## src/rtl/regfile_pkg.sv

```systemverilog
// Shared encodings for the windowed register file access controller:
// request opcodes, trap codes, controller states and window-count defaults.
package regfile_pkg;

    localparam int NWINDOWS_DEF = 3;

    typedef enum logic [1:0] {
        OP_READ    = 2'b00,
        OP_WRITE   = 2'b01,
        OP_SAVE    = 2'b10,
        OP_RESTORE = 2'b11
    } op_e;

    typedef enum logic [1:0] {
        TRAP_NONE      = 2'b00,
        TRAP_OVERFLOW  = 2'b01,
        TRAP_UNDERFLOW = 2'b10
    } trap_e;

    typedef enum logic [2:0] {
        ST_IDLE,
        ST_RCAP,
        ST_WSETUP,
        ST_WSTROBE,
        ST_WHOLD,
        ST_RESP
    } state_e;

    // Bits needed to hold a window index 0..n-1 (at least one).
    function automatic int cwp_bits(input int n);
        return (n > 1) ? $clog2(n) : 1;
    endfunction

endpackage

```

## src/rtl/regfile_access_ctrl_if.sv

```systemverilog
// Core-side request/response channel of the register file access controller.
// The core drives through master; the controller sits on slave.
interface regfile_access_ctrl_if
    import regfile_pkg::*;
#(
    parameter int NWINDOWS = NWINDOWS_DEF
) ();

    logic                req_valid;
    logic                req_ready;
    op_e                 req_op;
    logic [4:0]          req_rs1;
    logic [4:0]          req_rs2;
    logic [4:0]          req_rd;
    logic [31:0]         req_wdata;
    logic [NWINDOWS-1:0] wim_in;
    logic                rsp_valid;
    logic                rsp_ready;
    logic [31:0]         rsp_a;
    logic [31:0]         rsp_b;
    trap_e               rsp_trap;

    modport master (
        output req_valid, req_op, req_rs1, req_rs2, req_rd, req_wdata, wim_in, rsp_ready,
        input  req_ready, rsp_valid, rsp_a, rsp_b, rsp_trap
    );

    modport slave (
        input  req_valid, req_op, req_rs1, req_rs2, req_rd, req_wdata, wim_in, rsp_ready,
        output req_ready, rsp_valid, rsp_a, rsp_b, rsp_trap
    );

endinterface

```

## src/rtl/cwp_unit.sv

```systemverilog
// Current-window-pointer register with modulo-NWINDOWS SAVE/RESTORE stepping
// and window-invalid-mask trap detection.
module cwp_unit
    import regfile_pkg::*;
#(
    parameter  int NWINDOWS = NWINDOWS_DEF,
    localparam int CW       = cwp_bits(NWINDOWS)
) (
    input  logic                clk,
    input  logic                rst,
    input  logic                update,
    input  op_e                 op,
    input  logic [NWINDOWS-1:0] wim,
    output logic [CW-1:0]       cwp,
    output trap_e               trap
);

    localparam logic [CW-1:0] LAST = CW'(NWINDOWS - 1);

    logic [CW-1:0] dec_cwp;
    logic [CW-1:0] inc_cwp;
    logic [CW-1:0] next_cwp;

    // A trapped SAVE/RESTORE leaves the window where it was.
    always_comb begin
        dec_cwp  = (cwp == '0)   ? LAST : cwp - CW'(1);
        inc_cwp  = (cwp == LAST) ? '0   : cwp + CW'(1);
        next_cwp = cwp;
        trap     = TRAP_NONE;
        case (op)
            OP_SAVE: begin
                if (wim[dec_cwp]) trap = TRAP_OVERFLOW;
                else              next_cwp = dec_cwp;
            end
            OP_RESTORE: begin
                if (wim[inc_cwp]) trap = TRAP_UNDERFLOW;
                else              next_cwp = inc_cwp;
            end
            default: ;
        endcase
    end

    always_ff @(posedge clk or posedge rst) begin
        if (rst)         cwp <= '0;
        else if (update) cwp <= next_cwp;
    end

endmodule

```

## src/rtl/regfile_access_ctrl.sv

```systemverilog
// Initiator for a windowed register file: serves core READ/WRITE/SAVE/RESTORE
// requests and sequences the file's edge-triggered rd_wr strobe with setup/hold.
module regfile_access_ctrl
    import regfile_pkg::*;
#(
    parameter int NWINDOWS = NWINDOWS_DEF,
    parameter int CWP_W    = 5
) (
    input  logic                 clk,
    input  logic                 rst,
    regfile_access_ctrl_if.slave bus,
    output logic [CWP_W-1:0]     cwp_out,
    output logic [4:0]           r1_sel,
    output logic [4:0]           r2_sel,
    output logic [4:0]           rd_sel,
    output logic [31:0]          rd_in,
    output logic                 rd_wr,
    input  logic [31:0]          r1_in,
    input  logic [31:0]          r2_in
);

    localparam int CW = cwp_bits(NWINDOWS);

    state_e              state;
    op_e                 op_q;
    logic [NWINDOWS-1:0] wim_q;
    logic                req_ready_q;
    logic                rsp_valid_q;
    logic [31:0]         rsp_a_q;
    logic [31:0]         rsp_b_q;
    trap_e               rsp_trap_q;
    logic [CW-1:0]       cwp;
    trap_e               cwp_trap;

    // The window moves on the same edge the old-window operands are captured.
    cwp_unit #(.NWINDOWS(NWINDOWS)) u_cwp (
        .clk    (clk),
        .rst    (rst),
        .update (state == ST_RCAP),
        .op     (op_q),
        .wim    (wim_q),
        .cwp    (cwp),
        .trap   (cwp_trap)
    );

    always_ff @(posedge clk or posedge rst) begin
        if (rst) begin
            state       <= ST_IDLE;
            op_q        <= OP_READ;
            wim_q       <= '0;
            req_ready_q <= 1'b1;
            rsp_valid_q <= 1'b0;
            rsp_a_q     <= '0;
            rsp_b_q     <= '0;
            rsp_trap_q  <= TRAP_NONE;
            r1_sel      <= '0;
            r2_sel      <= '0;
            rd_sel      <= '0;
            rd_in       <= '0;
            rd_wr       <= 1'b0;
        end else begin
            case (state)
                ST_IDLE: begin
                    if (bus.req_valid) begin
                        r1_sel      <= bus.req_rs1;
                        r2_sel      <= bus.req_rs2;
                        rd_sel      <= bus.req_rd;
                        rd_in       <= bus.req_wdata;
                        op_q        <= bus.req_op;
                        wim_q       <= bus.wim_in;
                        req_ready_q <= 1'b0;
                        if (bus.req_op == OP_WRITE) begin
                            rsp_trap_q <= TRAP_NONE;
                            // g0 is hardwired; skip the strobe entirely.
                            if (bus.req_rd != 5'd0) begin
                                state <= ST_WSETUP;
                            end else begin
                                state       <= ST_RESP;
                                rsp_valid_q <= 1'b1;
                            end
                        end else begin
                            state <= ST_RCAP;
                        end
                    end
                end
                ST_RCAP: begin
                    rsp_a_q     <= r1_in;
                    rsp_b_q     <= r2_in;
                    rsp_trap_q  <= cwp_trap;
                    rsp_valid_q <= 1'b1;
                    state       <= ST_RESP;
                end
                ST_WSETUP: begin
                    rd_wr <= 1'b1;
                    state <= ST_WSTROBE;
                end
                ST_WSTROBE: begin
                    rd_wr <= 1'b0;
                    state <= ST_WHOLD;
                end
                ST_WHOLD: begin
                    rsp_valid_q <= 1'b1;
                    state       <= ST_RESP;
                end
                ST_RESP: begin
                    if (bus.rsp_ready) begin
                        rsp_valid_q <= 1'b0;
                        req_ready_q <= 1'b1;
                        state       <= ST_IDLE;
                    end
                end
                default: state <= ST_IDLE;
            endcase
        end
    end

    assign bus.req_ready = req_ready_q;
    assign bus.rsp_valid = rsp_valid_q;
    assign bus.rsp_a     = rsp_a_q;
    assign bus.rsp_b     = rsp_b_q;
    assign bus.rsp_trap  = rsp_trap_q;
    assign cwp_out       = CWP_W'(cwp);

endmodule

```

## src/flat_wrapper.sv

```systemverilog
// flat-port wrapper written by rule: the top's interface ports become plain ports
module regfile_access_ctrl_flat import regfile_pkg::*;
#(
    parameter int NWINDOWS = NWINDOWS_DEF,
    parameter int CWP_W    = 5
)
  (clk, rst, cwp_out, r1_sel, r2_sel, rd_sel, rd_in, rd_wr, r1_in, r2_in, bus_req_valid, bus_req_op, bus_req_rs1, bus_req_rs2, bus_req_rd, bus_req_wdata, bus_wim_in, bus_rsp_ready, bus_req_ready, bus_rsp_valid, bus_rsp_a, bus_rsp_b, bus_rsp_trap);
  regfile_access_ctrl_if #(.NWINDOWS(NWINDOWS)) bus_i ();
  input  logic clk;
  input  logic rst;
  output logic [CWP_W-1:0] cwp_out;
  output logic [4:0] r1_sel;
  output logic [4:0] r2_sel;
  output logic [4:0] rd_sel;
  output logic [31:0] rd_in;
  output logic rd_wr;
  input  logic [31:0] r1_in;
  input  logic [31:0] r2_in;
  input wire logic [$bits(bus_i.req_valid)-1:0] bus_req_valid;
  input wire logic [$bits(bus_i.req_op)-1:0] bus_req_op;
  input wire logic [$bits(bus_i.req_rs1)-1:0] bus_req_rs1;
  input wire logic [$bits(bus_i.req_rs2)-1:0] bus_req_rs2;
  input wire logic [$bits(bus_i.req_rd)-1:0] bus_req_rd;
  input wire logic [$bits(bus_i.req_wdata)-1:0] bus_req_wdata;
  input wire logic [$bits(bus_i.wim_in)-1:0] bus_wim_in;
  input wire logic [$bits(bus_i.rsp_ready)-1:0] bus_rsp_ready;
  output wire logic [$bits(bus_i.req_ready)-1:0] bus_req_ready;
  output wire logic [$bits(bus_i.rsp_valid)-1:0] bus_rsp_valid;
  output wire logic [$bits(bus_i.rsp_a)-1:0] bus_rsp_a;
  output wire logic [$bits(bus_i.rsp_b)-1:0] bus_rsp_b;
  output wire logic [$bits(bus_i.rsp_trap)-1:0] bus_rsp_trap;
  assign bus_i.req_valid = bus_req_valid;
  assign bus_i.req_op = bus_req_op;
  assign bus_i.req_rs1 = bus_req_rs1;
  assign bus_i.req_rs2 = bus_req_rs2;
  assign bus_i.req_rd = bus_req_rd;
  assign bus_i.req_wdata = bus_req_wdata;
  assign bus_i.wim_in = bus_wim_in;
  assign bus_i.rsp_ready = bus_rsp_ready;
  assign bus_req_ready = bus_i.req_ready;
  assign bus_rsp_valid = bus_i.rsp_valid;
  assign bus_rsp_a = bus_i.rsp_a;
  assign bus_rsp_b = bus_i.rsp_b;
  assign bus_rsp_trap = bus_i.rsp_trap;
  regfile_access_ctrl #(.NWINDOWS(NWINDOWS), .CWP_W(CWP_W)) u_core (.clk(clk), .rst(rst), .bus(bus_i), .cwp_out(cwp_out), .r1_sel(r1_sel), .r2_sel(r2_sel), .rd_sel(rd_sel), .rd_in(rd_in), .rd_wr(rd_wr), .r1_in(r1_in), .r2_in(r2_in));
endmodule
```

## config.mk

```make
export PLATFORM = sky130hd
export DESIGN_NAME = regfile_access_ctrl_flat
export DESIGN_NICKNAME = d
export VERILOG_FILES = /design/src/rtl/regfile_pkg.sv /design/src/rtl/regfile_access_ctrl_if.sv /design/src/rtl/cwp_unit.sv /design/src/rtl/regfile_access_ctrl.sv /design/src/flat_wrapper.sv
export SDC_FILE = /design/constraint.sdc
export NUM_CORES = 1
export LEC_CHECK = 0
export CAP_MARGIN = 20
export CORE_ASPECT_RATIO = 0.6
export CORE_MARGIN = 5
export CORE_UTILIZATION = 30
export DETAILED_ROUTE_END_ITERATION = 8
export GPL_TIMING_DRIVEN = 1
export MAX_ROUTING_LAYER = met4
export PLACE_DENSITY = 0.67
export REMOVE_ABC_BUFFERS = 1
export SYNTH_ARGS = -nofsm -noshare
export SYNTH_HDL_FRONTEND = slang
export SYNTH_SLANG_ARGS = --single-unit
```

## constraint.sdc

```tcl
create_clock -name clk -period 4.53 [get_ports clk]
set_input_delay 1.1325 -clock clk [delete_from_list [all_inputs] [get_ports clk]]
set_output_delay 1.1325 -clock clk [all_outputs]
set_load 0.005 [all_outputs]
```

==> key figures <==
Placed design
  • Port-buffer cells: approximately 240
  • HPWL after DPL: roughly 9.9 mm
  • Gpl congestion: between 0.7 and 0.8
  • Dpl cell area: between 7000 and 8000 sq um

CTS
  • Post-CTS setup buffers: 0
  • Post-CTS Resized: 0
  • CTS Buffer Depth: 2
  • CTS tree: built
  • CTS H-tree lvls: 4
  • # clock sinks: 126
  • # hold bufs at CTS: 0
  • Worst-path clk slew: 0.06 ns
  • Worst skew pair latency: ~0.4 ns
  • Clk root buf: clkbuf_16
  • Num CTS Buffers: 17

Floorplan
  • Full die area: between 15000 and 20000 sq um
  • Initial core utilization: 30.6%
  • Core Box Area: roughly 16000 sq um
  • Top-Level Pins: between 200 and 250
  • FP Rows: 36
  • Chip width: between 150 and 200 microns
  • Die Y: ~110 microns

STA
  • Post-layout minimum cycle time: 2.58 ns
  • RSZ-0062 raised after global routing: no
  • Final Slew Violations: 0
  • Final hold vios: 0
  • Post-route clock period utilization: between 50% and 60%
  • Final setup violation count: 0
  • FMAX: approximately 0.39 GHz
  • Setup TNS: 0 ns
  • Final Skew: approximately 0.0090 ns
  • Worst-margin pin slew: between 0.7 and 0.8 ns
  • Max_slew headroom: roughly 50%

Critical path
  • Crit path required time: between 3 and 4 ns
  • Family with the most delay on the worst path: flip-flops
  • R2r worst-path depth: 4
  • Setup crit start kind: flip-flop
  • CP max stage cell: dfstp_2
  • Crit-path cells: clkdlybuf4s50_1
  • Critical Path Sink: bus_req_ready
  • CP Depth: 1
  • Critical R2R Launch: u_core.state[2]
  • Worst R2R End: u_core.bus.rsp_a[20]
  • Critical Path Source: u_core.bus.req_ready
  • Arr. time, crit path: between 1 and 1.5 ns
  • Worst path max stage delay: between 0.5 and 0.6 ns
  • Crit Path Class: reg -> out
  • Crit. End Element: output port
  • FF-to-FF setup slack: between 2 and 2.5 ns
  • Critical path buffers and inverters: 1
  • CP max FO: 3

Global route
  • GRT Total Usage: 14.3%
  • Largest net degree at the start of global routing: 69
  • GRT Residual Overflow: 0
  • First-pass GRT wire length: roughly 21 mm
  • Antenna violations before repair: 0
  • Vias in the first global route: about 4000

Job
  • Max-cap viol count: 0

Route
  • Iteration-0 DRC Markers: about 120
  • # DRC: 0
  • WL final: around 13 mm
  • Via Count: ~3500
  • Post-route ant nets: 0
  • DRT Pass-1 Iters: 4
  • Routed vias/inst: about 4.3
  • Avg WL per Cell: approximately 16 microns

Power and ir drop
  • Worst VDD drop: between 0.3 and 0.4 mV
  • Design Power: 5.65 mW
  • Power density over the cells: a little under 700 nW/um^2
  • Pleak: about 3.4 nW

Finish
  • Final instance area: 8120 sq um
  • Layout Nets: between 600 and 700
  • Share of layout cells above drive strength 1: about 27%
  • Filler instances: between 1000 and 1500
  • Commonest cells after routing, fill and taps aside: 237 x clkdlybuf4s50_1, 125 x dfrtp_1, 111 x mux2_2, 17 x clkbuf_16
  • Commonest non-fill, non-tap cell in the layout: clkdlybuf4s50_1
  • Area delta synth->final: 63.2%
  • Ant. Diodes: 0

Synthesis
  • Flops & latches, synth: ~130
  • Cell accounting for the most synthesized area: dfrtp_1
  • Yosys top cell area share: around 63%
  • Most used DFF post-synth: dfrtp_1
  • Cell variety after synth: 32
  • Ys async rst share: between 90% and 100%
  • Seq/Total Area, Yosys: about 63%
  • Total of warnings raised by yosys: 0
  • Post-synth EDFFs: 0
  • Syn Area/Cell: around 15 sq um
  • Mapped Cells: 326
  • Top cells by area, synth: dfrtp_1 63%, mux2_2 25%, buf_6 1.1%
  • Post-Syn Area: 4980 sq um

Hold path
  • Worst min path class: reg -> reg

Status
  • Outcome: finished, final reports clean
==> how the worst min path moves through the flow <==
stage                               from              endpoint  depth (start not counted)
global placement        u_core.rd_in[18]      u_core.rd_in[18]                          1
global route            u_core.rd_in[19]      u_core.rd_in[19]                          1
detailed placement      u_core.rd_in[18]      u_core.rd_in[18]                          1
finish                  u_core.rd_in[18]      u_core.rd_in[18]                          1
CTS                     u_core.rd_in[18]      u_core.rd_in[18]                          1
floorplan           u_core.bus.req_ready  u_core.bus.req_ready                          2
==> area by class of cell <==
cell class                 count  area [sq um]  share of cell area (%)
clock buffer                  18           429                    5.28
clock inverter                14           134                    1.65
inverter                       8          32.5                   0.401
multi-input combinational    177          1680                    20.7
sequential                   126          3150                    38.8
tap                          228           285                    3.51
timing repair buffer         240          2410                    29.6
==> logic make-up after synthesis <==
group | Yosys count | share of synthesized area [%]
compound gates | 25 | 3.19
fa+ha+maj | 3 | 0.754
buf+inv | 25 | 3.09
flops | 126 | 63.4
mux | 117 | 26.5
other cells | 1 | 0.0753
simple gates | 29 | 3.02
==> cells in the mapped netlist, types with 2 or more instances <==
cell type  number
a31oi_1         2
mux2_2        111
mux2_1          3
o21ai_0        10
a21oi_1         6
mux2i_1         2
and2_1          2
inv_1           6
buf_6           5
nand2b_1        2
nand2_1        11
dfrtp_1       125
buf_2           9
inv_2           2
ha_1            3
buf_4           3
nor3_1          2
nor2_1          8
==> flip-flops by register name, indices dropped and copies added, names as in the netlist <==
register and count:
u_core.u_cwp.cwp 2, u_core.bus.rsp_b 32, u_core.bus.rsp_trap 2, u_core.r2_sel 5, u_core.bus.rsp_a 32, u_core.rd_sel 5
u_core.rd_in 32, u_core.wim_q 3, u_core.rd_wr 1, u_core.state 3, u_core.op_q 2, u_core.r1_sel 5
u_core.bus.rsp_valid 1, u_core.bus.req_ready 1
==> metal layers <==
layer | GRT usage, % | part of all wire, % | vias to the layer above
met4 | 3.56 | 1.1 | 0
met3 | 6.94 | 9.5 | 12
met2 | 22.0 | 47 | 142
met1 | 17.1 | 42 | 1730
met5 | - | 0 | -
li1 | - | - | 1627
==> per-stage QoR <==
| step | utilization (%) | hold slack (ns) | std cells | setup WS, ns |
|---|---|---|---|---|
| 5_1_grt | 49.9 | 0.510 | 811 | 1.85 |
| 2_1_floorplan | - | 0.469 | 311 | 0.0432 |
| 4_1_cts | 49.9 | 0.494 | 811 | 1.93 |
| 3_5_place_dp | 46.5 | 0.480 | 779 | 1.54 |
| 6_report | 49.9 | 0.493 | 811 | 1.95 |
| 3_3_place_gp | 46.5 | 0.472 | 779 | 1.57 |
==> power breakdown <==
group | leakage [nW] | total (mW) | internal, mW | switching (mW)
clock network | 0.272 | 1.28 | 0.763 | 0.515
registers | 1.49 | 2.03 | 1.70 | 0.332
logic | 1.58 | 2.34 | 1.59 | 0.756
total | 3.35 | 5.65 | 4.05 | 1.60
Note: power is estimated with default switching activity, not from simulation.
